<file path="src/rtl/conv_pool_ctrl_if.sv">
// Host/config and conv_pool datapath signals of the conv_pool frame sequencer.
// slave = the sequencer itself, master = the host plus datapath side driving it.
interface conv_pool_ctrl_if #(
  parameter int ADDR_W = 16,
  parameter int KW     = 72
);
  logic              cfg_we;
  logic [1:0]        cfg_sel;
  logic [KW-1:0]     cfg_data;
  logic              start;
  logic [ADDR_W:0]   blk_count;
  logic              stall;
  logic              busy;
  logic              done;
  logic              err;
  logic [KW-1:0]     conv_kernel_0;
  logic [KW-1:0]     conv_kernel_1;
  logic [KW-1:0]     conv_kernel_2;
  logic [1:0]        shift;
  logic              input_re;
  logic [ADDR_W-1:0] input_addr;
  logic              output_we_0;
  logic              output_we_1;
  logic              output_we_2;
  logic [ADDR_W-1:0] output_addr_0;
  logic [ADDR_W:0]   wr_cnt;
  logic [31:0]       perf_stall_cycles;

  modport slave (
    input  cfg_we, cfg_sel, cfg_data, start, blk_count, stall,
    input  output_we_0, output_we_1, output_we_2, output_addr_0,
    output busy, done, err, conv_kernel_0, conv_kernel_1, conv_kernel_2, shift,
    output input_re, input_addr, wr_cnt, perf_stall_cycles
  );

  modport master (
    output cfg_we, cfg_sel, cfg_data, start, blk_count, stall,
    output output_we_0, output_we_1, output_we_2, output_addr_0,
    input  busy, done, err, conv_kernel_0, conv_kernel_1, conv_kernel_2, shift,
    input  input_re, input_addr, wr_cnt, perf_stall_cycles
  );
endinterface

</file>
<file path="src/rtl/conv_pool_ctrl.sv">
// Frame sequencer for conv_pool: shadow/active config, input read issue, output write monitor.
// Define CONV_CTRL_PERF_EN to build the stall-cycle performance counter.
module conv_pool_ctrl #(
  parameter int ADDR_W   = 16,
  parameter int NUM_BLKS = 65536,
  parameter int KW       = 72,
  parameter int TIMEOUT  = 64
) (
  input  logic            clk,
  input  logic            rst,
  conv_pool_ctrl_if.slave bus
);

  localparam int              IDLE_W    = $clog2(TIMEOUT + 1);
  localparam logic [ADDR_W:0] MAX_BLKS  = (ADDR_W+1)'(NUM_BLKS);
  localparam logic [IDLE_W-1:0] IDLE_LAST = IDLE_W'(TIMEOUT - 1);

  typedef enum logic [2:0] {S_IDLE, S_LOAD, S_ISSUE, S_DRAIN, S_DONE} state_t;

  state_t            state_q;
  logic              busy_q;
  logic              done_q;
  logic              err_q;
  logic [ADDR_W-1:0] addr_q;
  logic [ADDR_W:0]   wr_cnt_q;
  logic [ADDR_W:0]   blk_cnt_q;
  logic [IDLE_W-1:0] idle_q;
  logic [1:0]        shift_sh_q;
  logic [1:0]        shift_act_q;

  logic idle_like, monitor_on, start_ok, start_bad;
  logic wr_evt, lane_err, stray_wr, addr_err;
  logic issue, last_issue, wr_last;

  always_comb begin
    idle_like  = (state_q == S_IDLE) || (state_q == S_DONE);
    monitor_on = (state_q == S_ISSUE) || (state_q == S_DRAIN);
    start_ok   = idle_like && bus.start && (bus.blk_count != '0) && (bus.blk_count <= MAX_BLKS);
    start_bad  = idle_like && bus.start && !start_ok;
    wr_evt     = monitor_on && bus.output_we_0;
    lane_err   = (bus.output_we_1 != bus.output_we_0) || (bus.output_we_2 != bus.output_we_0);
    stray_wr   = !monitor_on && (bus.output_we_0 || bus.output_we_1 || bus.output_we_2);
    addr_err   = wr_evt && (bus.output_addr_0 != wr_cnt_q[ADDR_W-1:0]);
    issue      = (state_q == S_ISSUE) && !bus.stall;
    // Zero-extend the address so a 65536-block frame ends on 0xFFFF.
    last_issue = issue && ({1'b0, addr_q} == (blk_cnt_q - 1'b1));
    wr_last    = wr_evt && ((wr_cnt_q + 1'b1) == blk_cnt_q);
  end

  always_ff @(posedge clk) begin
    if (rst) begin
      state_q   <= S_IDLE;
      busy_q    <= 1'b0;
      done_q    <= 1'b0;
      err_q     <= 1'b0;
      addr_q    <= '0;
      wr_cnt_q  <= '0;
      blk_cnt_q <= '0;
      idle_q    <= '0;
    end else begin
      if (start_ok) begin
        err_q     <= 1'b0;
        wr_cnt_q  <= '0;
        blk_cnt_q <= bus.blk_count;
      end
      if (start_bad || lane_err || stray_wr || addr_err) err_q <= 1'b1;
      if (wr_evt) wr_cnt_q <= wr_cnt_q + 1'b1;

      case (state_q)
        S_IDLE: begin
          if (start_ok) begin
            state_q <= S_LOAD;
            busy_q  <= 1'b1;
          end
        end
        S_LOAD: begin
          addr_q  <= '0;
          state_q <= S_ISSUE;
        end
        S_ISSUE: begin
          if (issue) addr_q <= addr_q + 1'b1;
          if (wr_last) begin
            state_q <= S_DONE;
            busy_q  <= 1'b0;
            done_q  <= 1'b1;
          end else if (last_issue) begin
            state_q <= S_DRAIN;
            idle_q  <= '0;
          end
        end
        S_DRAIN: begin
          if (wr_last) begin
            state_q <= S_DONE;
            busy_q  <= 1'b0;
            done_q  <= 1'b1;
          end else if (wr_evt) begin
            idle_q <= '0;
          end else if (idle_q == IDLE_LAST) begin
            // Datapath went quiet before delivering every block.
            state_q <= S_DONE;
            busy_q  <= 1'b0;
            done_q  <= 1'b1;
            err_q   <= 1'b1;
          end else begin
            idle_q <= idle_q + 1'b1;
          end
        end
        S_DONE: begin
          done_q <= 1'b0;
          if (start_ok) begin
            state_q <= S_LOAD;
            busy_q  <= 1'b1;
          end else begin
            state_q <= S_IDLE;
          end
        end
        default: state_q <= S_IDLE;
      endcase
    end
  end

  for (genvar gi = 0; gi < 3; gi++) begin : g_kern
    logic [KW-1:0] sh_q;
    logic [KW-1:0] act_q;
    always_ff @(posedge clk) begin
      if (rst) begin
        sh_q  <= '0;
        act_q <= '0;
      end else begin
        if (bus.cfg_we && (bus.cfg_sel == 2'(gi))) sh_q <= bus.cfg_data;
        if (state_q == S_LOAD) act_q <= sh_q;
      end
    end
  end

  always_ff @(posedge clk) begin
    if (rst) begin
      shift_sh_q  <= '0;
      shift_act_q <= '0;
    end else begin
      if (bus.cfg_we && (bus.cfg_sel == 2'd3)) shift_sh_q <= bus.cfg_data[1:0];
      if (state_q == S_LOAD) shift_act_q <= shift_sh_q;
    end
  end

`ifdef CONV_CTRL_PERF_EN
  logic [31:0] perf_q;
  always_ff @(posedge clk) begin
    if (rst) begin
      perf_q <= '0;
    end else if (start_ok) begin
      perf_q <= '0;
    end else if ((state_q == S_ISSUE) && bus.stall && (perf_q != '1)) begin
      perf_q <= perf_q + 1'b1;
    end
  end
  assign bus.perf_stall_cycles = perf_q;
`else
  assign bus.perf_stall_cycles = '0;
`endif

  assign bus.busy          = busy_q;
  assign bus.done          = done_q;
  assign bus.err           = err_q;
  assign bus.input_re      = issue;
  assign bus.input_addr    = addr_q;
  assign bus.wr_cnt        = wr_cnt_q;
  assign bus.shift         = shift_act_q;
  assign bus.conv_kernel_0 = g_kern[0].act_q;
  assign bus.conv_kernel_1 = g_kern[1].act_q;
  assign bus.conv_kernel_2 = g_kern[2].act_q;

endmodule

</file>
<file path="src/flat_wrapper.sv">
// flat-port wrapper written by rule: the top's interface ports become plain ports
module conv_pool_ctrl_flat 
#(
  parameter int ADDR_W   = 16,
  parameter int NUM_BLKS = 65536,
  parameter int KW       = 72,
  parameter int TIMEOUT  = 64
)
  (clk, rst, bus_cfg_we, bus_cfg_sel, bus_cfg_data, bus_start, bus_blk_count, bus_stall, bus_output_we_0, bus_output_we_1, bus_output_we_2, bus_output_addr_0, bus_busy, bus_done, bus_err, bus_conv_kernel_0, bus_conv_kernel_1, bus_conv_kernel_2, bus_shift, bus_input_re, bus_input_addr, bus_wr_cnt, bus_perf_stall_cycles);
  conv_pool_ctrl_if #(.ADDR_W(ADDR_W), .KW(KW)) bus_i ();
  input  logic clk;
  input  logic rst;
  input wire logic [$bits(bus_i.cfg_we)-1:0] bus_cfg_we;
  input wire logic [$bits(bus_i.cfg_sel)-1:0] bus_cfg_sel;
  input wire logic [$bits(bus_i.cfg_data)-1:0] bus_cfg_data;
  input wire logic [$bits(bus_i.start)-1:0] bus_start;
  input wire logic [$bits(bus_i.blk_count)-1:0] bus_blk_count;
  input wire logic [$bits(bus_i.stall)-1:0] bus_stall;
  input wire logic [$bits(bus_i.output_we_0)-1:0] bus_output_we_0;
  input wire logic [$bits(bus_i.output_we_1)-1:0] bus_output_we_1;
  input wire logic [$bits(bus_i.output_we_2)-1:0] bus_output_we_2;
  input wire logic [$bits(bus_i.output_addr_0)-1:0] bus_output_addr_0;
  output wire logic [$bits(bus_i.busy)-1:0] bus_busy;
  output wire logic [$bits(bus_i.done)-1:0] bus_done;
  output wire logic [$bits(bus_i.err)-1:0] bus_err;
  output wire logic [$bits(bus_i.conv_kernel_0)-1:0] bus_conv_kernel_0;
  output wire logic [$bits(bus_i.conv_kernel_1)-1:0] bus_conv_kernel_1;
  output wire logic [$bits(bus_i.conv_kernel_2)-1:0] bus_conv_kernel_2;
  output wire logic [$bits(bus_i.shift)-1:0] bus_shift;
  output wire logic [$bits(bus_i.input_re)-1:0] bus_input_re;
  output wire logic [$bits(bus_i.input_addr)-1:0] bus_input_addr;
  output wire logic [$bits(bus_i.wr_cnt)-1:0] bus_wr_cnt;
  output wire logic [$bits(bus_i.perf_stall_cycles)-1:0] bus_perf_stall_cycles;
  assign bus_i.cfg_we = bus_cfg_we;
  assign bus_i.cfg_sel = bus_cfg_sel;
  assign bus_i.cfg_data = bus_cfg_data;
  assign bus_i.start = bus_start;
  assign bus_i.blk_count = bus_blk_count;
  assign bus_i.stall = bus_stall;
  assign bus_i.output_we_0 = bus_output_we_0;
  assign bus_i.output_we_1 = bus_output_we_1;
  assign bus_i.output_we_2 = bus_output_we_2;
  assign bus_i.output_addr_0 = bus_output_addr_0;
  assign bus_busy = bus_i.busy;
  assign bus_done = bus_i.done;
  assign bus_err = bus_i.err;
  assign bus_conv_kernel_0 = bus_i.conv_kernel_0;
  assign bus_conv_kernel_1 = bus_i.conv_kernel_1;
  assign bus_conv_kernel_2 = bus_i.conv_kernel_2;
  assign bus_shift = bus_i.shift;
  assign bus_input_re = bus_i.input_re;
  assign bus_input_addr = bus_i.input_addr;
  assign bus_wr_cnt = bus_i.wr_cnt;
  assign bus_perf_stall_cycles = bus_i.perf_stall_cycles;
  conv_pool_ctrl #(.ADDR_W(ADDR_W), .NUM_BLKS(NUM_BLKS), .KW(KW), .TIMEOUT(TIMEOUT)) u_core (.clk(clk), .rst(rst), .bus(bus_i));
endmodule
</file>
<file path="config.mk">
export PLATFORM = sky130hd
export DESIGN_NAME = conv_pool_ctrl_flat
export DESIGN_NICKNAME = d
export VERILOG_FILES = /design/src/rtl/conv_pool_ctrl_if.sv /design/src/rtl/conv_pool_ctrl.sv /design/src/flat_wrapper.sv
export SDC_FILE = /design/constraint.sdc
export NUM_CORES = 1
export LEC_CHECK = 0
export CORE_ASPECT_RATIO = 1.4
export CORE_MARGIN = 1.5
export CORE_UTILIZATION = 45
export DETAILED_ROUTE_END_ITERATION = 8
export PLACE_DENSITY = 0.78
export RECOVER_POWER = 100
export SETUP_SLACK_MARGIN = 0.4
export SLEW_MARGIN = 5
export SYNTH_ARGS = -nofsm -noshare
export SYNTH_HDL_FRONTEND = slang
export SYNTH_SLANG_ARGS = --single-unit
</file>
<file path="constraint.sdc">
create_clock -name clk -period 4.1 [get_ports clk]
set_input_delay 0.41 -clock clk [delete_from_list [all_inputs] [get_ports clk]]
set_output_delay 0.41 -clock clk [all_outputs]
set_load 0.01 [all_outputs]
</file>
==> results of run 1 <==
flip-flops by register name, indices dropped and copies added, names as in the netlist, 2 cells and up:
register	count
u_core.g_kern.sh_q	216
u_core.bus.conv_kernel_0	72
u_core.bus.conv_kernel_1	72
u_core.bus.conv_kernel_2	72
u_core.blk_cnt_q	17
u_core.bus.wr_cnt	17
u_core.bus.input_addr	16
u_core.idle_q	7
u_core.state_q	3
u_core.bus.shift	2
u_core.shift_sh_q	2
metal layers:
layer | GRT usage | routed length, µm
met1 | 0.310 | 23400
met2 | 0.454 | 29800
met4 | 0.126 | 2620
met5 | 0 | 0
met3 | 0.0576 | 4840
cells by family (layout without fill, tap and decap cells):
kind of cell / Yosys count / count (layout) / share of synthesized area
and+or+nand+nor: 1097 / 1097 / 0.232
xor gates and xnor gates: 69 / 69 / 0.0313
DFF: 499 / 499 / 0.518
AOI/OAI and AO/OA: 541 / 541 / 0.153
adders and majority gates: 5 / 5 / 0.00324
buffers and inverters: 225 / 484 / 0.0513
other: 1 / 35 / 0.000194
muxes: 21 / 21 / 0.0109
stage by stage:
stage	std cells	total power [mW]	setup WS, ns	hold WS (ns)	cell area, µm²
after floorplan	2489	5.65	1.51	0.432	19400
after global placement	3208	6.01	0.871	0.436	23100
after detailed placement	3208	6.02	0.803	0.443	23100
after CTS	3294	10.5	0.791	0.338	24700
after global routing	3296	10.8	0.293	0.461	24600
final	3297	10.4	0.532	0.445	24600
cell usage after synthesis, types with 7 or more instances:
master / instances
sky130_fd_sc_hd__a21oi_1: 460
sky130_fd_sc_hd__and3_1: 15
sky130_fd_sc_hd__buf_4: 34
sky130_fd_sc_hd__clkbuf_1: 167
sky130_fd_sc_hd__dfxtp_1: 499
sky130_fd_sc_hd__inv_1: 11
sky130_fd_sc_hd__mux2i_1: 21
sky130_fd_sc_hd__nand2_1: 901
sky130_fd_sc_hd__nand3_1: 22
sky130_fd_sc_hd__nand4_1: 15
sky130_fd_sc_hd__nor2_1: 73
sky130_fd_sc_hd__nor3_1: 13
sky130_fd_sc_hd__nor4_1: 8
sky130_fd_sc_hd__o21ai_0: 22
sky130_fd_sc_hd__or4_1: 7
sky130_fd_sc_hd__xnor2_1: 35
sky130_fd_sc_hd__xor2_1: 34
worst max-delay path, delay by kind of cell:
kind                   cells  cell delay (ns)
AOI/OAI and AO/OA          1             0.17
buffers and inverters      2             1.37
and+or+nand+nor            2             2.05
layout make-up:
type	count	area [µm²]	area share
Multi-Input combinational cell	1765	8400	0.342
Clock buffer	59	1260	0.0513
Inverter	11	41.3	0.00168
Tap cell	546	683	0.0278
Sequential cell	499	9990	0.406
Timing Repair Buffer	387	3870	0.158
Antenna cell	3	7.51	0.000305
Clock inverter	27	325	0.0132
power groups by stage:
stage          registers, mW  clock network, mW  logic (mW)
6_report                5.03               4.53       0.869
2_1_floorplan           5.12                  0       0.535
3_3_place_gp            5.14                  0       0.871
5_1_grt                 5.04               4.80       0.945
3_5_place_dp            5.14                  0       0.880
4_1_cts                 5.03               4.60       0.884
worst min-delay path by stage:
stage | to | depth (start not counted) | startpoint
CTS | u_core.bus.err | 2 | rst
global placement | u_core.bus.conv_kernel_2[67] | 2 | u_core.g_kern[2].sh_q[67]
finish | u_core.g_kern[0].sh_q[23] | 3 | bus_cfg_data[23]
global route | u_core.g_kern[0].sh_q[43] | 3 | bus_cfg_data[43]
detailed placement | u_core.bus.conv_kernel_0[45] | 2 | u_core.g_kern[0].sh_q[45]
floorplan | u_core.bus.shift[0] | 2 | u_core.shift_sh_q[0]
==> impl_metrics.prom, run 1 <==
# TYPE chip_impl_metric gauge
chip_impl_metric{name="fillers",unit=""} 3779
chip_impl_metric{name="period_share",unit=""} 0.870
chip_impl_info{name="clock_tree_from_tritoncts",value="built"} 1
chip_impl_metric{name="grt_pass1_vias",unit=""} 16900
chip_impl_metric{name="die_area",unit="µm²"} 44100
chip_impl_metric{name="worstPathArrival",unit="ns"} 4.03
chip_impl_metric{name="detailedRoute.firstIterationViolations",unit=""} 1406
chip_impl_metric{name="share_comb_of_total_power",unit=""} 0.083
chip_impl_metric{name="critical_path.max_fanout",unit=""} 37
chip_impl_metric{name="synthDistinctLibCells",unit=""} 72
chip_impl_metric{name="pin_count_of_the_biggest_net_entering_global_routing",unit=""} 189
chip_impl_metric{name="yosysSeqAreaShare",unit=""} 0.518
chip_impl_metric{name="ctsResizeCount",unit=""} 0
chip_impl_info{name="critical_path.startpoint",value="bus_cfg_sel[1]"} 1
chip_impl_metric{name="first_pass_iters",unit=""} 6
chip_impl_info{name="netlist.top_cell.by_area",value="sky130_fd_sc_hd__dfxtp_1"} 1
chip_impl_metric{name="r2r.worst_path.cells",unit=""} 9
chip_impl_info{name="timing.critical_path.to_type",value="flip-flop"} 1
chip_impl_metric{name="gr_usage_total",unit=""} 0.264
chip_impl_metric{name="clock_network_latency_to_the_later_pin_of_the_worst_skew_pair",unit="ns"} 0.57
chip_impl_metric{name="detailroute.via_count",unit=""} 17600
chip_impl_metric{name="fmax",unit="MHz"} 280
chip_impl_metric{name="finalWeightedCongestion",unit=""} 0.928
chip_impl_metric{name="r2r_slack",unit="ns"} 0.65
chip_impl_metric{name="finalCriticalPeriod",unit="ns"} 3.57
chip_impl_info{name="critical_path.slowest_cell",value="sky130_fd_sc_hd__or2_0"} 1
chip_impl_metric{name="total_switching_power",unit="mW"} 2.59
chip_impl_metric{name="synth-edff-count",unit=""} 0
chip_impl_metric{name="synthCells",unit=""} 2458
chip_impl_metric{name="post_drt_via_cell_ratio",unit=""} 5.35
chip_impl_metric{name="report.final.hold_viol_count",unit=""} 0
chip_impl_info{name="yosys-top-cells-area",value="sky130_fd_sc_hd__dfxtp_1, sky130_fd_sc_hd__nand2_1, sky130_fd_sc_hd__a21oi_1"} 1
chip_impl_metric{name="layout-drive-gt1-share",unit=""} 0.0418
chip_impl_metric{name="grt-ovfl-total",unit=""} 0
chip_impl_metric{name="yosysWarnings",unit=""} 0
chip_impl_metric{name="postLayoutCoreUtil",unit=""} 0.582
chip_impl_metric{name="finalSetupTns",unit="ns"} 0
chip_impl_metric{name="cellLeakagePower",unit="nW"} 9.21
chip_impl_metric{name="max-clock-path-buffers",unit=""} 3
chip_impl_metric{name="finalSetupViolCount",unit=""} 0
chip_impl_info{name="violations",value="capacitance limit, slew limit"} 1
chip_impl_metric{name="grt_first_pass_wirelength",unit="mm"} 91.6
chip_impl_metric{name="area_of_the_mapped_netlist",unit="µm²"} 19300
chip_impl_metric{name="floorplan.die.height",unit="µm"} 248
chip_impl_metric{name="clk_pin_slew_worst_paths",unit="ns"} 0.07
chip_impl_metric{name="die_width",unit="µm"} 178
chip_impl_metric{name="synth_top_area_frac",unit=""} 0.518
chip_impl_metric{name="dp_hpwl",unit="mm"} 39.8
chip_impl_metric{name="syn2layout_area_growth",unit="%"} 27.5
chip_impl_metric{name="routed_wire_length_per_instance",unit="µm"} 18.4
chip_impl_metric{name="clock_share_of_power",unit=""} 0.434
chip_impl_info{name="rsz_0062_raised_after_global_routing",value="no"} 1
chip_impl_info{name="root_buffer",value="sky130_fd_sc_hd__clkbuf_16"} 1
chip_impl_metric{name="buffer_ports.inserted",unit=""} 369
chip_impl_info{name="mostFrequentLayoutCells",value="sky130_fd_sc_hd__nand2_1, sky130_fd_sc_hd__dfxtp_1, sky130_fd_sc_hd__a21oi_1, sky130_fd_sc_hd__dlygate4sd3_1, sky130_fd_sc_hd__clkdlybuf4s50_1"} 1
chip_impl_metric{name="fin_skew",unit="ns"} 0.0170
chip_impl_metric{name="placementRows",unit=""} 89
chip_impl_info{name="timing.rr.end",value="u_core.idle_q[3]"} 1
chip_impl_metric{name="antenna_violating_nets_post_route",unit=""} 0
chip_impl_info{name="critical_path_endpoint",value="u_core.g_kern[1].sh_q[55]"} 1
chip_impl_metric{name="power_frac_seq",unit=""} 0.482
chip_impl_metric{name="cpPeakStageDelay",unit="ns"} 1.91
chip_impl_metric{name="powerDensity",unit="nW/µm²"} 424
chip_impl_info{name="synth_flop_cell",value="sky130_fd_sc_hd__dfxtp_1"} 1
chip_impl_metric{name="internal-power",unit="mW"} 7.84
chip_impl_metric{name="maxCapViolCount",unit=""} 4
chip_impl_metric{name="finish.net_count",unit=""} 2831
chip_impl_metric{name="asyncSetResetFlopFracSynth",unit=""} 0
chip_impl_metric{name="final_max_slew_viol_count",unit=""} 197
chip_impl_info{name="worstReg2RegStart",value="u_core.blk_cnt_q[0]"} 1
chip_impl_metric{name="core_area",unit="µm²"} 42200
chip_impl_metric{name="avgSynthCellArea",unit="µm²"} 7.85
chip_impl_info{name="path_cells",value="dlygate4sd3_1, or2_0, buf_4, nand2_1, a21oi_1"} 1
chip_impl_metric{name="setup_repair_bufs_after_cts",unit=""} 0
chip_impl_info{name="critPathLaunchType",value="input port"} 1
chip_impl_info{name="worst_hold_path_type",value="input port to flip-flop"} 1
chip_impl_metric{name="cts_htree_levels",unit=""} 2
chip_impl_metric{name="slew_headroom",unit=""} -0.828
chip_impl_info{name="critical_path_class",value="input port to flip-flop"} 1
chip_impl_metric{name="finalWirelength",unit="mm"} 60.7
chip_impl_metric{name="worst-endpoint-required",unit="ns"} 4.57
chip_impl_metric{name="power.ir.vdd_worst",unit="V"} 0.000345
chip_impl_metric{name="floorplan.initialDensity",unit=""} 0.457
chip_impl_metric{name="worst_max_slew_pin_slew",unit="ns"} 2.73
chip_impl_metric{name="cts_inserted_buffers",unit=""} 47
chip_impl_metric{name="grt_antenna_before_repair",unit=""} 2
chip_impl_info{name="run_status",value="finished with violations"} 1
chip_impl_metric{name="io_pins",unit=""} 402
chip_impl_metric{name="clkSinkCount",unit=""} 499
chip_impl_info{name="layout_commonest_cell",value="sky130_fd_sc_hd__nand2_1"} 1
chip_impl_metric{name="drcViolationCount",unit=""} 0
chip_impl_metric{name="synth_seq_cells",unit=""} 499
chip_impl_metric{name="power.switching_fraction",unit=""} 0.248
chip_impl_metric{name="cts_hold_buf",unit=""} 0
Note: power is estimated with default switching activity, not from simulation.
==> run 2, diff against run 1 <==
- CTS_CLUSTER_DIAMETER: unset -> 100
==> results of run 2 <==
No change in the layout: final DEF, timing and power equal those of run 1.
